## src/rtl/cpu_idecode_pkg.sv

```systemverilog
`default_nettype none
// ============================================================================
// Module : cpu_idecode_pkg
// Brief  : Shared RV32I decode constants, the immediate-format enum and the
//          opcode -> format classifier used by the decode stage.
// Rev    : 1.0  initial release
// ============================================================================
package cpu_idecode_pkg;

  // RV32I base opcodes (instr[6:0])
  localparam logic [6:0] c_opc_op       = 7'b0110011;
  localparam logic [6:0] c_opc_op_imm   = 7'b0010011;
  localparam logic [6:0] c_opc_load     = 7'b0000011;
  localparam logic [6:0] c_opc_jalr     = 7'b1100111;
  localparam logic [6:0] c_opc_misc_mem = 7'b0001111;
  localparam logic [6:0] c_opc_system   = 7'b1110011;
  localparam logic [6:0] c_opc_store    = 7'b0100011;
  localparam logic [6:0] c_opc_branch   = 7'b1100011;
  localparam logic [6:0] c_opc_lui      = 7'b0110111;
  localparam logic [6:0] c_opc_auipc    = 7'b0010111;
  localparam logic [6:0] c_opc_jal      = 7'b1101111;

  // Immediate / operand format; FMT_X marks an illegal encoding
  typedef enum logic [2:0] {
    FMT_R = 3'd0,
    FMT_I = 3'd1,
    FMT_S = 3'd2,
    FMT_B = 3'd3,
    FMT_U = 3'd4,
    FMT_J = 3'd5,
    FMT_X = 3'd6
  } imm_fmt_e;

  // Every base opcode ends in 2'b11, so an exact 7-bit match also rejects
  // compressed / non-32-bit encodings.
  function automatic imm_fmt_e fmt_of(input logic [6:0] opcode);
    imm_fmt_e fmt;
    case (opcode)
      c_opc_op:                                  fmt = FMT_R;
      c_opc_op_imm, c_opc_load, c_opc_jalr,
      c_opc_misc_mem, c_opc_system:              fmt = FMT_I;
      c_opc_store:                               fmt = FMT_S;
      c_opc_branch:                              fmt = FMT_B;
      c_opc_lui, c_opc_auipc:                    fmt = FMT_U;
      c_opc_jal:                                 fmt = FMT_J;
      default:                                   fmt = FMT_X;
    endcase
    return fmt;
  endfunction

endpackage
`default_nettype wire

```

## src/rtl/cpu_idecode_if.sv

```systemverilog
`default_nettype none
// ============================================================================
// Module : cpu_idecode_if
// Brief  : Fetch -> decode beat interface (valid/ready handshake).
//          master = fetch side, slave = decode side.
//          f_valid, f_instr, f_pc : beat from fetch
//          d_up_ready             : decode can take a beat (fetch advance)
// Rev    : 1.0  initial release
// ============================================================================
interface cpu_idecode_if #(
  parameter int XLEN = 32
) ();
  logic            f_valid;
  logic [31:0]     f_instr;
  logic [XLEN-1:0] f_pc;
  logic            d_up_ready;

  modport master (output f_valid, f_instr, f_pc, input  d_up_ready);
  modport slave  (input  f_valid, f_instr, f_pc, output d_up_ready);
endinterface
`default_nettype wire

```

## src/rtl/cpu_idecode_imm_gen.sv

```systemverilog
`default_nettype none
// ============================================================================
// Module : cpu_idecode_imm_gen
// Brief  : Combinational RV32I immediate builder.
//          instr_hi : instr[31:7]   fmt : immediate format
//          imm      : sign-extended immediate, 0 for R-type / illegal
// Rev    : 1.0  initial release
// ============================================================================
module cpu_idecode_imm_gen
  import cpu_idecode_pkg::*;
(
  input  logic [31:7] instr_hi,
  input  imm_fmt_e    fmt,
  output logic [31:0] imm
);

  always_comb begin
    imm = 32'd0;
    case (fmt)
      FMT_I: imm = {{20{instr_hi[31]}}, instr_hi[31:20]};
      FMT_S: imm = {{20{instr_hi[31]}}, instr_hi[31:25], instr_hi[11:7]};
      FMT_B: imm = {{19{instr_hi[31]}}, instr_hi[31], instr_hi[7],
                    instr_hi[30:25], instr_hi[11:8], 1'b0};
      FMT_U: imm = {instr_hi[31:12], 12'd0};
      FMT_J: imm = {{11{instr_hi[31]}}, instr_hi[31], instr_hi[19:12],
                    instr_hi[20], instr_hi[30:21], 1'b0};
      default: imm = 32'd0;
    endcase
  end

endmodule
`default_nettype wire

```

## src/rtl/cpu_idecode.sv

```systemverilog
`default_nettype none
// ============================================================================
// Module : cpu_idecode
// Brief  : RV32I decode stage. Takes {instr, pc} beats from fetch, splits
//          fields, builds the immediate, flags illegal encodings and presents
//          one registered bundle per instruction to execute. A one-entry skid
//          register (plus the output register) keeps the upstream ready
//          registered when SKID=1.
//   clk, rst_n        : clock / async active-low reset
//   fetch (slave)     : f_valid, f_instr, f_pc in; d_up_ready out
//   flush             : kill held and incoming beats
//   x_ready           : execute takes the bundle when d_valid & x_ready
//   d_*               : registered decode bundle
// Rev    : 1.0  initial release
// ============================================================================
module cpu_idecode
  import cpu_idecode_pkg::*;
#(
  parameter int XLEN = 32,
  parameter bit SKID = 1'b1
) (
  input  logic            clk,
  input  logic            rst_n,
  cpu_idecode_if.slave    fetch,
  input  logic            flush,
  input  logic            x_ready,
  output logic            d_valid,
  output logic [XLEN-1:0] d_pc,
  output logic [31:0]     d_instr,
  output logic [6:0]      d_opcode,
  output logic [2:0]      d_funct3,
  output logic            d_funct7b5,
  output logic [4:0]      d_rs1,
  output logic [4:0]      d_rs2,
  output logic [4:0]      d_rd,
  output logic [XLEN-1:0] d_imm,
  output logic            d_illegal
);

  logic            r_d_valid;
  logic [XLEN-1:0] r_d_pc;
  logic [31:0]     r_d_instr;
  logic [4:0]      r_rs1, r_rs2, r_rd;
  logic [XLEN-1:0] r_imm;
  logic            r_illegal;

  logic            w_up_ready;
  logic            w_skid_valid;
  logic [31:0]     w_skid_instr;
  logic [XLEN-1:0] w_skid_pc;

  logic            w_accept;
  logic            w_out_load;
  logic            w_src_valid;
  logic [31:0]     w_src_instr;
  logic [XLEN-1:0] w_src_pc;
  imm_fmt_e        w_fmt;
  logic [31:0]     w_imm;

  assign w_accept   = fetch.f_valid & w_up_ready;
  assign w_out_load = !r_d_valid | x_ready;

  // A held skid beat is older than anything on the fetch bus, so it wins.
  assign w_src_valid = w_skid_valid | w_accept;
  assign w_src_instr = w_skid_valid ? w_skid_instr : fetch.f_instr;
  assign w_src_pc    = w_skid_valid ? w_skid_pc    : fetch.f_pc;

  generate
    if (SKID) begin : g_skid
      logic            r_skid_valid;
      logic [31:0]     r_skid_instr;
      logic [XLEN-1:0] r_skid_pc;
      logic            r_up_ready;

      // Ready is simply "skid will be empty next cycle", computed registered.
      always_ff @(posedge clk or negedge rst_n) begin
        if (!rst_n) begin
          r_skid_valid <= 1'b0;
          r_skid_instr <= 32'd0;
          r_skid_pc    <= '0;
          r_up_ready   <= 1'b1;
        end else if (flush) begin
          r_skid_valid <= 1'b0;
          r_up_ready   <= 1'b1;
        end else if (w_out_load && r_skid_valid) begin
          r_skid_valid <= 1'b0;
          r_up_ready   <= 1'b1;
        end else if (!w_out_load && w_accept) begin
          r_skid_valid <= 1'b1;
          r_skid_instr <= fetch.f_instr;
          r_skid_pc    <= fetch.f_pc;
          r_up_ready   <= 1'b0;
        end
      end

      assign w_skid_valid = r_skid_valid;
      assign w_skid_instr = r_skid_instr;
      assign w_skid_pc    = r_skid_pc;
      assign w_up_ready   = r_up_ready;
    end else begin : g_no_skid
      assign w_skid_valid = 1'b0;
      assign w_skid_instr = 32'd0;
      assign w_skid_pc    = '0;
      assign w_up_ready   = !r_d_valid | x_ready;
    end
  endgenerate

  assign fetch.d_up_ready = w_up_ready;

  // Format decode on the selected source beat
  assign w_fmt = fmt_of(w_src_instr[6:0]);

  cpu_idecode_imm_gen u_imm_gen (
    .instr_hi (w_src_instr[31:7]),
    .fmt      (w_fmt),
    .imm      (w_imm)
  );

  always_ff @(posedge clk or negedge rst_n) begin
    if (!rst_n) begin
      r_d_valid <= 1'b0;
      r_d_pc    <= '0;
      r_d_instr <= 32'd0;
      r_rs1     <= 5'd0;
      r_rs2     <= 5'd0;
      r_rd      <= 5'd0;
      r_imm     <= '0;
      r_illegal <= 1'b0;
    end else if (flush) begin
      r_d_valid <= 1'b0;
    end else if (w_out_load) begin
      r_d_valid <= w_src_valid;
      if (w_src_valid) begin
        r_d_pc    <= w_src_pc;
        r_d_instr <= w_src_instr;
        r_rd      <= (w_fmt inside {FMT_S, FMT_B, FMT_X}) ? 5'd0 : w_src_instr[11:7];
        r_rs1     <= (w_fmt inside {FMT_U, FMT_J, FMT_X}) ? 5'd0 : w_src_instr[19:15];
        r_rs2     <= (w_fmt inside {FMT_R, FMT_S, FMT_B}) ? w_src_instr[24:20] : 5'd0;
        r_imm     <= XLEN'(w_imm);
        r_illegal <= (w_fmt == FMT_X);
      end
    end
  end

  assign d_valid    = r_d_valid;
  assign d_pc       = r_d_pc;
  assign d_instr    = r_d_instr;
  assign d_opcode   = r_d_instr[6:0];
  assign d_funct3   = r_d_instr[14:12];
  assign d_funct7b5 = r_d_instr[30];
  assign d_rs1      = r_rs1;
  assign d_rs2      = r_rs2;
  assign d_rd       = r_rd;
  assign d_imm      = r_imm;
  assign d_illegal  = r_illegal;

endmodule
`default_nettype wire

```

## src/flat_wrapper.sv

```systemverilog
// flat-port wrapper written by rule: the top's interface ports become plain ports
module cpu_idecode_flat import cpu_idecode_pkg::*;
#(
  parameter int XLEN = 32,
  parameter bit SKID = 1'b1
)
  (clk, rst_n, flush, x_ready, d_valid, d_pc, d_instr, d_opcode, d_funct3, d_funct7b5, d_rs1, d_rs2, d_rd, d_imm, d_illegal, fetch_f_valid, fetch_f_instr, fetch_f_pc, fetch_d_up_ready);
  cpu_idecode_if #(.XLEN(XLEN)) fetch_i ();
  input  logic clk;
  input  logic rst_n;
  input  logic flush;
  input  logic x_ready;
  output logic d_valid;
  output logic [XLEN-1:0] d_pc;
  output logic [31:0] d_instr;
  output logic [6:0] d_opcode;
  output logic [2:0] d_funct3;
  output logic d_funct7b5;
  output logic [4:0] d_rs1;
  output logic [4:0] d_rs2;
  output logic [4:0] d_rd;
  output logic [XLEN-1:0] d_imm;
  output logic d_illegal;
  input wire logic [$bits(fetch_i.f_valid)-1:0] fetch_f_valid;
  input wire logic [$bits(fetch_i.f_instr)-1:0] fetch_f_instr;
  input wire logic [$bits(fetch_i.f_pc)-1:0] fetch_f_pc;
  output wire logic [$bits(fetch_i.d_up_ready)-1:0] fetch_d_up_ready;
  assign fetch_i.f_valid = fetch_f_valid;
  assign fetch_i.f_instr = fetch_f_instr;
  assign fetch_i.f_pc = fetch_f_pc;
  assign fetch_d_up_ready = fetch_i.d_up_ready;
  cpu_idecode #(.XLEN(XLEN), .SKID(SKID)) u_core (.clk(clk), .rst_n(rst_n), .fetch(fetch_i), .flush(flush), .x_ready(x_ready), .d_valid(d_valid), .d_pc(d_pc), .d_instr(d_instr), .d_opcode(d_opcode), .d_funct3(d_funct3), .d_funct7b5(d_funct7b5), .d_rs1(d_rs1), .d_rs2(d_rs2), .d_rd(d_rd), .d_imm(d_imm), .d_illegal(d_illegal));
endmodule
```

## config.mk

```make
export PLATFORM = sky130hd
export DESIGN_NAME = cpu_idecode_flat
export DESIGN_NICKNAME = d
export VERILOG_FILES = /design/src/rtl/cpu_idecode_pkg.sv /design/src/rtl/cpu_idecode_if.sv /design/src/rtl/cpu_idecode_imm_gen.sv /design/src/rtl/cpu_idecode.sv /design/src/flat_wrapper.sv
export SDC_FILE = /design/constraint.sdc
export NUM_CORES = 1
export LEC_CHECK = 0
export BUFFER_PORTS_ARGS = -buffer_cell sky130_fd_sc_hd__buf_2
export CORE_MARGIN = 1
export CORE_UTILIZATION = 35
export DETAILED_ROUTE_END_ITERATION = 10
export HOLD_SLACK_MARGIN = 0.12
export PLACE_DENSITY = 0.56
export SYNTH_ARGS = -nofsm -noshare
export SYNTH_HDL_FRONTEND = slang
export SYNTH_SLANG_ARGS = --single-unit
```

## constraint.sdc

```tcl
create_clock -name clk -period 4.2 [get_ports clk]
set_input_delay 0.21 -clock clk [delete_from_list [all_inputs] [get_ports clk]]
set_output_delay 0.21 -clock clk [all_outputs]
set_load 0.005 [all_outputs]
```

==> results of run 1 <==
[Yosys cell counts, types with 2 or more instances]
cell and instances:
dfrtp_1 178, mux2_2 93, nand2_1 70, o21ai_0 53, mux2i_1 48, clkbuf_1 25, a221o_1 19, buf_4 12
a22o_1 11, inv_1 7, nand3_1 7, o21ai_2 6, o41ai_1 6, a211o_1 5, buf_2 5, nor4_1 5
buf_1 4, mux2i_4 4, nor2_1 4, a211oi_1 3, a211oi_2 3, a21oi_1 3, buf_6 3, ha_1 3
nor3_1 3, a2111oi_4 2, a21o_1 2, and2_1 2, and3b_1 2, nand4_1 2, nor3_2 2, o22ai_1 2
o31ai_1 2
[worst reg2reg max path, cell delays in order, from the launching register on]
cell     delay, ps
dfrtp_4        700
mux2_2         460
or3_1          550
ha_1           380
o41ai_2         80
o21ai_2        600
nor4_2         120
buf_4          230
a221o_1        330
[layout make-up]
type                    count  area share
inverters                   8     0.00292
multi-input cells         383       0.307
well taps                 280      0.0341
repair buffers            267       0.166
flip-flops and latches    179       0.436
clock inverters            13      0.0120
clock buffers              19      0.0421
[worst paths after layout]
kind                                                 start                             to  slack (ps)  depth (start not counted)
max in group asynchronous                            rst_n  u_core.g_skid.r_skid_instr[3]        2860                          3
worst min register to register           u_core.d_instr[8]              u_core.d_instr[8]         470                          2
worst min-delay path                      fetch_f_instr[4]  u_core.g_skid.r_skid_instr[4]         150                          2
worst max register to register  u_core.g_skid.r_skid_valid               u_core.d_imm[21]         630                          8
min in group asynchronous                            rst_n             u_core.d_instr[28]         420                          2
worst max-delay path            u_core.g_skid.r_skid_valid               u_core.d_imm[21]         630                          8
[registers in the layout, indices dropped and copies added (netlist names)]
name / cells
u_core.g_skid.r_skid_instr: 32
u_core.d_rs2: 5
u_core.d_instr: 32
u_core.g_skid.r_skid_pc: 32
u_core.d_rd: 5
u_core.g_skid.r_skid_valid: 1
u_core.d_illegal: 1
u_core.d_rs1: 5
u_core.d_imm: 32
u_core.fetch.d_up_ready: 1
u_core.d_valid: 1
u_core.d_pc: 32
[routing by layer]
| layer | wire length, microns | vias to the layer above | track usage |
|---|---|---|---|
| met3 | 901 | 17 | 0.0415 |
| met4 | 252 | 0 | 0.0457 |
| met2 | 9350 | 141 | 0.277 |
| li1 | - | 2726 | - |
| met5 | 0 | - | 0 |
| met1 | 9000 | 2827 | 0.240 |
[power by group]
group | switching, mW | total (mW) | internal [mW]
registers | 0.174 | 2.20 | 2.02
clock network | 0.695 | 1.52 | 0.829
logic | 0.319 | 0.712 | 0.393
[through the flow]
step           hold WS (ps)  setup WS (ps)  power (mW)   util  cell area [sq um]
2_1_floorplan         -85.6           1340        2.59      -               7900
3_3_place_gp            374            681        2.89  0.413               9080
3_5_place_dp            359            672        2.90  0.413               9080
4_1_cts                 126            651        4.50  0.468              10300
5_1_grt                 138            417        4.69  0.468              10300
6_report                145            628        4.43  0.468              10300
[logic make-up (layout without fill, tap and decap cells)]
group           Yosys count  count (layout)  synth area share
compound gates          126             126             0.121
mux                     146             146             0.206
buf+inv                  57             307            0.0364
flops                   179             179             0.567
fa+ha+maj                 3               3           0.00475
xor+xnor                  1               1           0.00111
simple gates            107             107            0.0637
==> summary.md, run 1 <==
The run finished, with violations left. The final reports fail on DRC. The largest total area in the synthesized netlist belongs to dfrtp_1.

Cell class contributing the biggest share of worst-path delay: compound AO/OA/AOI/OAI gates. The setup fix buffers added after clock tree synthesis was 0; the final critical delay including setup and external delays was 3570 ps. Walking the worst path, the cells encountered are mux2_2, or3_1, ha_1, o41ai_2, o21ai_2, nor4_2, buf_4, a221o_1. The clock passes through at most 2 buffers.

The top cell types in the final layout, fill and taps aside, are buf_2, dfrtp_1, mux2_2. The initial detailed-routing violation count was 338. The number of global-route vias before repair is 5,643, and the maximum number of pins on one net before global-route repair is 103. For this run, the slowest stage of the critical path takes 700 ps. The run gives 0.296 as the remaining max-slew budget at the tightest pin. The count of endpoints failing hold in the final timing report is 0.

The detail route stage leaves a number of antenna-violating nets equal to 0. The clock reaches the later pin of the worst-skew pair after 430 ps. After synthesis the cells add up to 7900 sq um. The kind of launch point of the worst setup path was a flip-flop. The floorplan step defined a die boundary enclosing 23,200 sq um. Yosys mapped a number of flops with a built-in enable equal to 0.

For the placed instance count, the log shows 1,052. Chip width: 152 microns. Routability-driven placement finished with a final weighted congestion of 0.795. Clock-pin slew was measured on the worst setup and hold paths at 60 ps. At the pin with the least slew margin, the transition time is 1060 ps. Final cell count without fillers: 1,149. The clock net in this run drives a total of 179 sinks. In this run, post-CTS repair resized a total of 0 instances.

The die boundary height is 152 microns. For this run, the leading register cell type out of synthesis is dfrtp_1. The largest individual stage delay along the critical path comes from the cell dfrtp_4. The post-detailed-routing wire length came out at 19,500 microns. In this run the worst path has a maximum fanout of 26. Each instance of the synthesized netlist takes up on average 12.8 sq um. For this run, the number of Yosys warnings is 0. The H-tree was split into 4 levels. The tools report the final-layout setup total negative slack as 0 ps.

The fraction of the cycle the final worst path needs was 0.851. Setup repair after global routing left no endpoint under its margin. The critical path in this run is classified as flip-flop to flip-flop.

The run gives 0 as the global route total overflow. Ranked by total cell area, the synthesized netlist is headed by dfrtp_1, mux2_2, mux2i_1, o21ai_0, nand2_1. The proportion of layout cells with a drive suffix above 1 works out to 0.406.

The first global-routing pass estimated 31,800 microns of wire. The initial antenna violation count is 0, and the number of buffers added to fix hold violations after cts is 65. At the worst endpoint, the arrival time is 3880 ps. The total global-route track usage was 0.175; the number of buffers created by CTS was 17. For the cell count after synthesis, the log shows 619. For this run, the top clock speed supported by timing is 280 MHz. Data on the critical path is required at its endpoint by 4500 ps. Count of buffer and inverter cells on the critical path: 1.

Counting the fill cells in the layout gives 2,004. The netlist uses 56 different library cells. The logs give 928 for the post-layout net count and 13,200 microns for the total half-perimeter wirelength after legalization and detailed placement.

Counting every net in the synthesized netlist gives 691. The tools report the effective utilization at floorplan as 0.360. Row generation in the floorplan step produced 54 rows. The tools report the worst voltage drop across the vdd grid as 269 uV. 194 I/O pins were placed. The area used by multi-input combinational logic was 3160 sq um; the area of all sequential standard cells was 4480 sq um.

After detailed routing, the number of remaining DRC violations is 11. The worst setup path is captured at a flip-flop. In the routed layout, each cell is associated on average with a via count of 4.97. The top-area cell type share of the netlist area was 0.564; the detail-routed net length per standard cell was 17.0 microns. The most common cell after layout, fill and taps aside is buf_2. The power density of the placed cells was 431 nW/um^2. The total area inside the core boundary comes to 22,000 sq um. During placement, the flow inserted port buffers numbering 193. The logs give 0 for the final setup violation count and 0.567 for the sequential element share of the synthesized area. The fraction of registers with async set/reset is 1.00, and the max-cap violation count is 0. Summed over all cells, the static leakage comes to 4.85 nW. TritonCTS built the clock tree. The logs give 8 for the number of iterations in the first detailed-routing pass and 7.79 ps for the setup clock skew after layout. In this run, synthesis produced a sequential element count of 179. The final max-slew violation count came out at 0. The run gives 0 as the antenna diode instance count.

The area growth from synthesis to layout is 30.2%. Detailed routing inserted a total of 5,711 vias. The worst min-delay path category is primary input to flip-flop.

Clock tree synthesis selected as its root buffer the cell clkbuf_16.
No activity file was read; power rests on OpenSTA's default activity.
==> run 2, diff against run 1 <==
--- a/config.mk
+++ b/config.mk
@@ -13,4 +13,5 @@
 export PLACE_DENSITY = 0.56
 export SYNTH_ARGS = -nofsm -noshare
 export SYNTH_HDL_FRONTEND = slang
+export SYNTH_HIERARCHICAL = 1
 export SYNTH_SLANG_ARGS = --single-unit
==> run 2 against run 1 <==
  * The flow still finishes with violations (DRC)
  * Combinational power rose by 5.3%
  * Flip-flop and latch count did not move
  * Worst setup slack improved by 390 ps
  * Count of clock-buffer cells in the layout fell by 1
  * Total power rose by 2.1%
  * Critical endpoint is now u_core/d_imm[26]
==> summary.md, run 2 <==
In the final routed layout, each cell accounts on average for 16.0 microns. For the combinational fraction of design power, the log shows 0.166. The number of different library cells used by synthesis comes to 47. The first detailed-routing pass ran for 9 iterations.

The finished cells cover 10,300 sq um. Total half-perimeter wirelength after legalization and detailed placement: 13,200 microns. For hold timing, the worst endpoint is u_core/fetch.d_up_ready. Adding up every negative setup slack in the final design gives 0 ps. STA puts the critical path data required time at 4560 ps. The logs give 3170 sq um for the area used by multi-input combinational logic and 167 for the maximum number of pins on one net before global-route repair. The worst setup path is captured at a flip-flop. The average instance in the mapped netlist occupies 10.6 sq um.

The tools report the terminus of the critical flop-to-flop path as u_core/d_imm[26]. Cell class contributing the biggest share of worst-path delay: simple AND/OR/NAND/NOR gates. The clock power share is 0.347, and the fraction of the cycle the final worst path needs is 0.757.

TritonCTS built the clock tree. In this run the cell area of the synthesized design comes to 7960 sq um. The tool flagged a number of max-cap violations equal to 0. The checks that failed: DRC.

The post-cts gate resize count is 0, and the number of DRC violations after detailed routing is 9. The run gives 20,300 microns as the post-detailed-routing wire length. Across the whole layout, storage elements account for 4480 sq um. In this run the post-CTS setup repair buffer count came out at 0.

Setup repair after global routing left no endpoint under its margin. In the synthesized netlist, the cells that appear most often are nand2_1, dfrtp_1, mux2_2. The cell count after synthesis is 747, and the clock-pin slew on the worst setup and hold paths is 70 ps. The effective utilization at floorplan is 0.361.

The proportion of layout cells with a drive suffix above 1 works out to 0.322. The clock passes through at most 2 buffers. Internal power comes to 3.27 mW. The final max-slew violation count is 0. The number of synthesized flops with an enable pin was 0; the static leakage power was 5.19 nW. The die covers 23,300 sq um.

In this run the worst path has a maximum fanout of 23. Leaving out fill and tap cells, the most frequent cell in the layout is nand2_1. The final critical delay including setup and external delays is 3180 ps. The tools report the total via count after detailed routing as 6,074. The critical path data arrival time was 3540 ps; the top-area cell type share of the netlist area was 0.560. The number of buffers created by CTS is 17, and the power spent charging and discharging nets is 1.26 mW.

The tools report the relative contribution of sequential cells to total power as 0.487. The logs give 0 for the initial antenna violation count and 179 for the number of sinks driven by the clock tree. The chip width is 153 microns.

The most frequent cell on the critical path is nand2_1. The kind of critical path was flip-flop to flip-flop. After filler insertion, the fill cell instance count of the layout stands at 2,140.

The number of antenna diodes in the final layout is 0. The level count of the clock H-tree is 4. When the netlist entered floorplanning its net count stood at 816. The dominant synthesized flop cell is dfrtp_1.

Fraction of registers with async set/reset: 1.00. Setup violations remaining at the end of the flow were counted as 0. The slowest stage of the critical path is the dfrtp_4 cell. The number of vias per cell after detailed routing was 4.78. The run gives 0 as the number of routed nets with antenna violations. The most critical setup path has its startpoint at u_core/g_skid.r_skid_valid. The count of buffers inserted at the top-level ports works out to 193. Summed over all instances, the cell type with the most area after synthesis is dfrtp_1. The number of global-route vias before repair is 6,094, and the clock insertion delay at the later pin of the skew report is 430 ps.

The signal on the critical path passes through mux2i_2, and2_1, a21oi_1, nor4b_2, nor2b_2, o21ai_1, o21ai_0, nand2_1, nand2_1. The area growth from synthesis to layout is 30.0%. In the layout the commonest cells are nand2_1, buf_2, dfrtp_1.

At the end of routability-driven placement, the weighted congestion stood at 0.774. Global routing finished with a remaining overflow of 0. Measured in cells, the most critical reg-to-reg path has a length of 9.

The total global-route track usage was 0.182; the remaining max-slew budget at the tightest pin was 0.294. The worst hold path begins at fetch_f_valid. At the end of the flow, the number of nets in the layout was 1,047. STA classifies the critical path startpoint as a flip-flop.

The final total power is 4.53 mW. The first global-routing pass estimated 33,500 microns of wire. The tightest hold path in the finished design has a slack of 177 ps. The delay of the slowest cell on the worst path came out at 700 ps. The run finished, with violations left.

The floorplan has 54 rows. After floorplanning, the core was sized to cover 22,000 sq um. The die boundary height is 153 microns, and the measured slew at the worst slew-check pin is 1060 ps.

The cell sitting at the root of the clock tree is a clkbuf_16. The tools report the count of endpoints failing hold in the final timing report as 0. After synthesis, the cell types taking the most area are dfrtp_1, nand2_1, mux2_2, mux2i_1, o21ai_0.

The switching portion of total power was 0.278. The min-delay analysis places its worst path in the category primary input to flip-flop. The most repeated cell in the gate-level netlist after synthesis was nand2_1.

The number of top-level pins was 194. Together, buffers and inverters on the worst path number 0. The startpoint identified for the worst register-to-register timing path is u_core/g_skid.r_skid_valid. The tools report the sequential element share of the synthesized area as 0.563. After detailed placement, the total cell area comes to 9100 sq um. In this run the power density over the cells is 438 nW/um^2. For the final database, setup skew stands at 15.3 ps. After clock tree synthesis, the flow added hold-fix buffers numbering 66. Across the VDD grid, the largest voltage drop is 223 uV. The worst register-to-register path has a setup slack of 1020 ps.

Static timing analysis puts the maximum clock frequency at 315 MHz. The flip-flop and latch count after synthesis is 179, and the Yosys warning count is 6. After the first detailed-routing iteration, the DRC count stood at 334. The cell depth of the worst min-delay path came out at 4.
run 2: changes by cell type in the layout (fill, tap and decap cells not counted), moves of 9 or more:
cell     previous run  this run
a221o_1            19         0
mux2_2             93        67
nand2_1            70       213
o21ai_0            53        65
o21ai_1             1        17
inv_1               7        16
run 2: worst max path at each step:
stage                        to  slack, ps  depth (start not counted)
3_5_place_dp   u_core/d_imm[14]       1020                          9
3_3_place_gp   u_core/d_imm[12]       1100                          9
4_1_cts        u_core/d_imm[14]       1020                          9
5_1_grt        u_core/d_imm[14]        740                          9
2_1_floorplan  u_core/d_imm[10]       1970                         11
6_report       u_core/d_imm[26]       1020                          9
run 2: metrics by stage:
stage / setup slack [ps] / util / cells
3_5_place_dp: 1020 / 0.413 / 1173
2_1_floorplan: 1970 / - / 747
3_3_place_gp: 1100 / 0.413 / 1173
6_report: 1020 / 0.469 / 1271
5_1_grt: 744 / 0.469 / 1271
4_1_cts: 1020 / 0.469 / 1271
run 2: area by class of cell:
| type | count | share of cell area |
|---|---|---|
| Multi-Input combinational cell | 498 | 0.307 |
| Clock buffer | 18 | 0.0415 |
| Tap cell | 280 | 0.0339 |
| Inverter | 16 | 0.00581 |
| Clock inverter | 14 | 0.0142 |
| Timing Repair Buffer | 266 | 0.164 |
| Sequential cell | 179 | 0.434 |
run 2: kinds of logic after synthesis:
family,after synthesis,synth area share
AO/OA/AOI/OAI,118,0.0873
buffers and inverters,70,0.0425
flip-flops,179,0.563
multiplexers,130,0.179
AND/OR/NAND/NOR,250,0.128
run 2: power groups by stage:
stage	registers, mW	logic, mW	clock network (mW)
6_report	2.21	0.750	1.57
4_1_cts	2.20	0.766	1.62
2_1_floorplan	2.22	0.404	0
3_5_place_dp	2.24	0.717	0
5_1_grt	2.25	0.845	1.70
3_3_place_gp	2.22	0.704	0
run 2: metal layers:
| metal | vias to the layer above | GRT usage | wire length [microns] |
|---|---|---|---|
| met4 | 0 | 0.0635 | 344 |
| met1 | 2979 | 0.243 | 9440 |
| met3 | 19 | 0.0321 | 761 |
| li1 | 2949 | - | - |
| met5 | - | 0 | 0 |
| met2 | 127 | 0.299 | 9760 |
run 2: tightest hold or removal path, cell delays in order:
cell and delay (ps):
buf_2 140, nor2b_1 60, o22ai_1 110, nand2_1 70
==> run 3, diff against run 2 <==
--- a/config.mk
+++ b/config.mk
@@ -10,7 +10,7 @@
 export CORE_UTILIZATION = 35
 export DETAILED_ROUTE_END_ITERATION = 10
 export HOLD_SLACK_MARGIN = 0.12
-export PLACE_DENSITY = 0.56
+export PLACE_DENSITY = 0.58
 export SYNTH_ARGS = -nofsm -noshare
 export SYNTH_HDL_FRONTEND = slang
 export SYNTH_HIERARCHICAL = 1
==> constraint.sdc (replaced) <==
create_clock -name clk -period 2.82 [get_ports clk]
set_input_delay 0.141 -clock clk [delete_from_list [all_inputs] [get_ports clk]]
set_output_delay 0.141 -clock clk [all_outputs]
set_load 0.005 [all_outputs]
==> run 3 against run 2 <==
  * The run still ends with DRC left
  * Final cell count grew 1.0%
  * Worst setup slack got worse by 840 ps
  * Clock power up 48%
  * Clock skew decreased by 4.4 ps
  * Count of clock-buffer cells in the layout up 2
  * Die area stayed put
  * Hold slack improved by 32 ps
  * Routed wire length fell by 0.12%
  * Total power increased by 49%
  * Cell area increased by 1.4%
  * Non-clock buffer count grew 13
  * Largest power group unchanged
==> summary.md, run 3 (same netlist as run 2, synthesis figures left out) <==
The path depth of the worst reg2reg path is 9, and the worst hold margin is 209 ps. The total overflow left after global routing is 0. For the static leakage power, the log shows 5.26 nW. The worst register-to-register path ends at u_core/d_imm[11]. For flop-to-flop paths, the worst setup slack is 180 ps. The met1 capacity usage during global routing came out at 0.242. The logs give 54 for the number of core rows and 0.181 for the total global-route track usage. The count of endpoints failing hold in the final timing report was 0. The total half-perimeter wirelength after legalization and detailed placement came out at 13,600 microns.

Clock-pin slew was measured on the worst setup and hold paths at 60 ps. Compared with the post-synthesis result, the final layout area differs by 31.8%. The post-layout net count is 1,060, and the number of DRC violations after detailed routing is 8. At the pin with the least slew margin, the transition time is 775 ps. The flow ran to the end, but the final reports show violations. The min-delay analysis places its worst path in the category primary input to flip-flop.

Entering global routing, the biggest net connects 114 pins. The tools report the maximum number of buffers from clock root to sink as 2. After detailed routing, the average wire length per cell comes to 15.8 microns. For this design the ratio of total power to cell area is 643 nW/um^2. Die boundary height: 153 microns. Setup total negative slack on the finished layout was measured at 0 ps.

Kind of critical path: flip-flop to flip-flop. The tools report the setup clock skew after layout as 10.9 ps. Number of global-route vias before repair: 6,186. The total via count after detailed routing is 6,115. The tool flagged a number of max-cap violations equal to 0. The core outline area came out at 22,000 sq um.

The tools report the initial antenna violation count as 0. Counting instances, the worst hold path has a depth of 3. The first global-routing pass estimated 33,400 microns of wire. The number of vias per cell after detailed routing is 4.76.

Setup violations remaining at the end of the flow were counted as 0. Once detail routing completed, the nets flagged for antenna violations numbered 0. The checks that failed: DRC.

The run gives 0.293 as the global-route met2 utilization. The library cell used most frequently in the layout, excluding fill and tap cells, is nand2_1. Global placer's final weighted congestion: 0.765. Counting tap cells, the placed design contains a total of 1,184 instances.

Final critical delay including setup and external delays: 2640 ps. In this run the most used layer during global routing was met2. Of all nets on the critical path, the largest fanout is 11. CTS saw 179 sinks. The floorplan step defined a die boundary enclosing 23,300 sq um.

The tools report the highest clock frequency the design can meet as 379 MHz. Counting the fill cells in the layout gives 2,123. The worst setup path is captured at a flip-flop. The run gives 0.361 as the effective utilization at floorplan. The tools report the final max-slew violation count as 0. Clock insertion delay at the later pin of the skew report: 420 ps. The worst setup path is launched from a flip-flop. For the worst voltage drop across the vdd grid, the log shows 330 uV. The most critical setup path has its startpoint at u_core/g_skid.r_skid_valid. Start point of the worst hold path: x_ready. The H-tree was split into 4 levels.

The count of buffers inserted at the top-level ports was 193; the chip width was 153 microns. The fraction of the cycle the final worst path needs came out at 0.935. Worst hold path endpoint: u_core/g_skid.r_skid_valid. Summed over all layers, the routed wires come to 20,300 microns. TritonCTS built the clock tree. TritonCTS created 17 clock buffers. The proportion of layout cells with a drive suffix above 1 was 0.329. The repair_antennas step left the layout with diodes totalling 0.

The number of top-level pins is 194, and the required time of the critical path is 3180 ps. In this run, the number of DRC markers left after iteration 0 of detailed routing was 317. The tree is rooted in a clkbuf_16.

Number of iterations in the first detailed-routing pass: 9. The top cell types in the final layout, fill and taps aside, are nand2_1, buf_2, dfrtp_1. The tools report the final cell count without fillers as 1,284.

For the critical path data arrival time, the log shows 3000 ps. The fraction of met3 tracks used by global routing is 0.0356, and the remaining max-slew budget at the tightest pin is 0.483. The tools report the beginning of the worst register-to-register path as u_core/g_skid.r_skid_valid. The tools report the utilization of the core after routing as 0.476.
## run 3: what timing repair did
action	in CTS	in global routing
resized for setup	0	3
endpoints found under the hold margin	200	0
buffers inserted	0	0
endpoints found under the setup margin	0	19
hold buffers	68	0
## run 3: per-layer routing
metal | vias to the layer above | wire (microns) | share of wire
li1 | 2983 | - | -
met1 | 2969 | 9650 | 0.48
met2 | 135 | 9370 | 0.46
met3 | 28 | 890 | 0.044
met4 | 0 | 370 | 0.018
met5 | - | 0 | 0
## run 3: critical path, cell delays in order, from the launching register on
cell and delay, ps:
dfrtp_4 560, mux2_2 420, o21ai_1 180, and3_1 210, o21ai_1 80, buf_4 170
nor2b_1 610, a31o_2 250, nand2_1 40, nand2_1 70
## run 3: power by group
part           leakage, nW  switching, mW  internal [mW]
combinational         2.72          0.543          0.599
clock                0.270           1.06           1.26
sequential            2.27          0.246           3.03
total                 5.26           1.85           4.89
## run 3: worst max path at each step
stage / to / depth (start not counted)
final: u_core/d_imm[11] / 9
after global routing: u_core/d_imm[11] / 9
after CTS: u_core/d_imm[26] / 10
after detailed placement: u_core/d_imm[26] / 10
after global placement: u_core/d_imm[30] / 10
after floorplan: u_core/d_imm[10] / 11
## run 3: final cells by class
cell class / count / area [sq um] / area share
multi-input cells: 498 / 3190 / 0.304
clock buffers: 20 / 447 / 0.0426
clock inverters: 12 / 121 / 0.0116
flip-flops and latches: 179 / 4480 / 0.428
repair buffers: 279 / 1830 / 0.174
well taps: 280 / 350 / 0.0334
inverters: 16 / 60.1 / 0.00573
## run 3: through the flow
step | worst slack [ps] | cell area (sq um) | power, mW
after floorplan | 593 | 7960 | 3.90
after global placement | 128 | 9210 | 4.37
after detailed placement | 58.9 | 9210 | 4.40
after CTS | 71.5 | 10500 | 6.85
after global routing | -0.238 | 10500 | 7.13
final | 184 | 10500 | 6.74
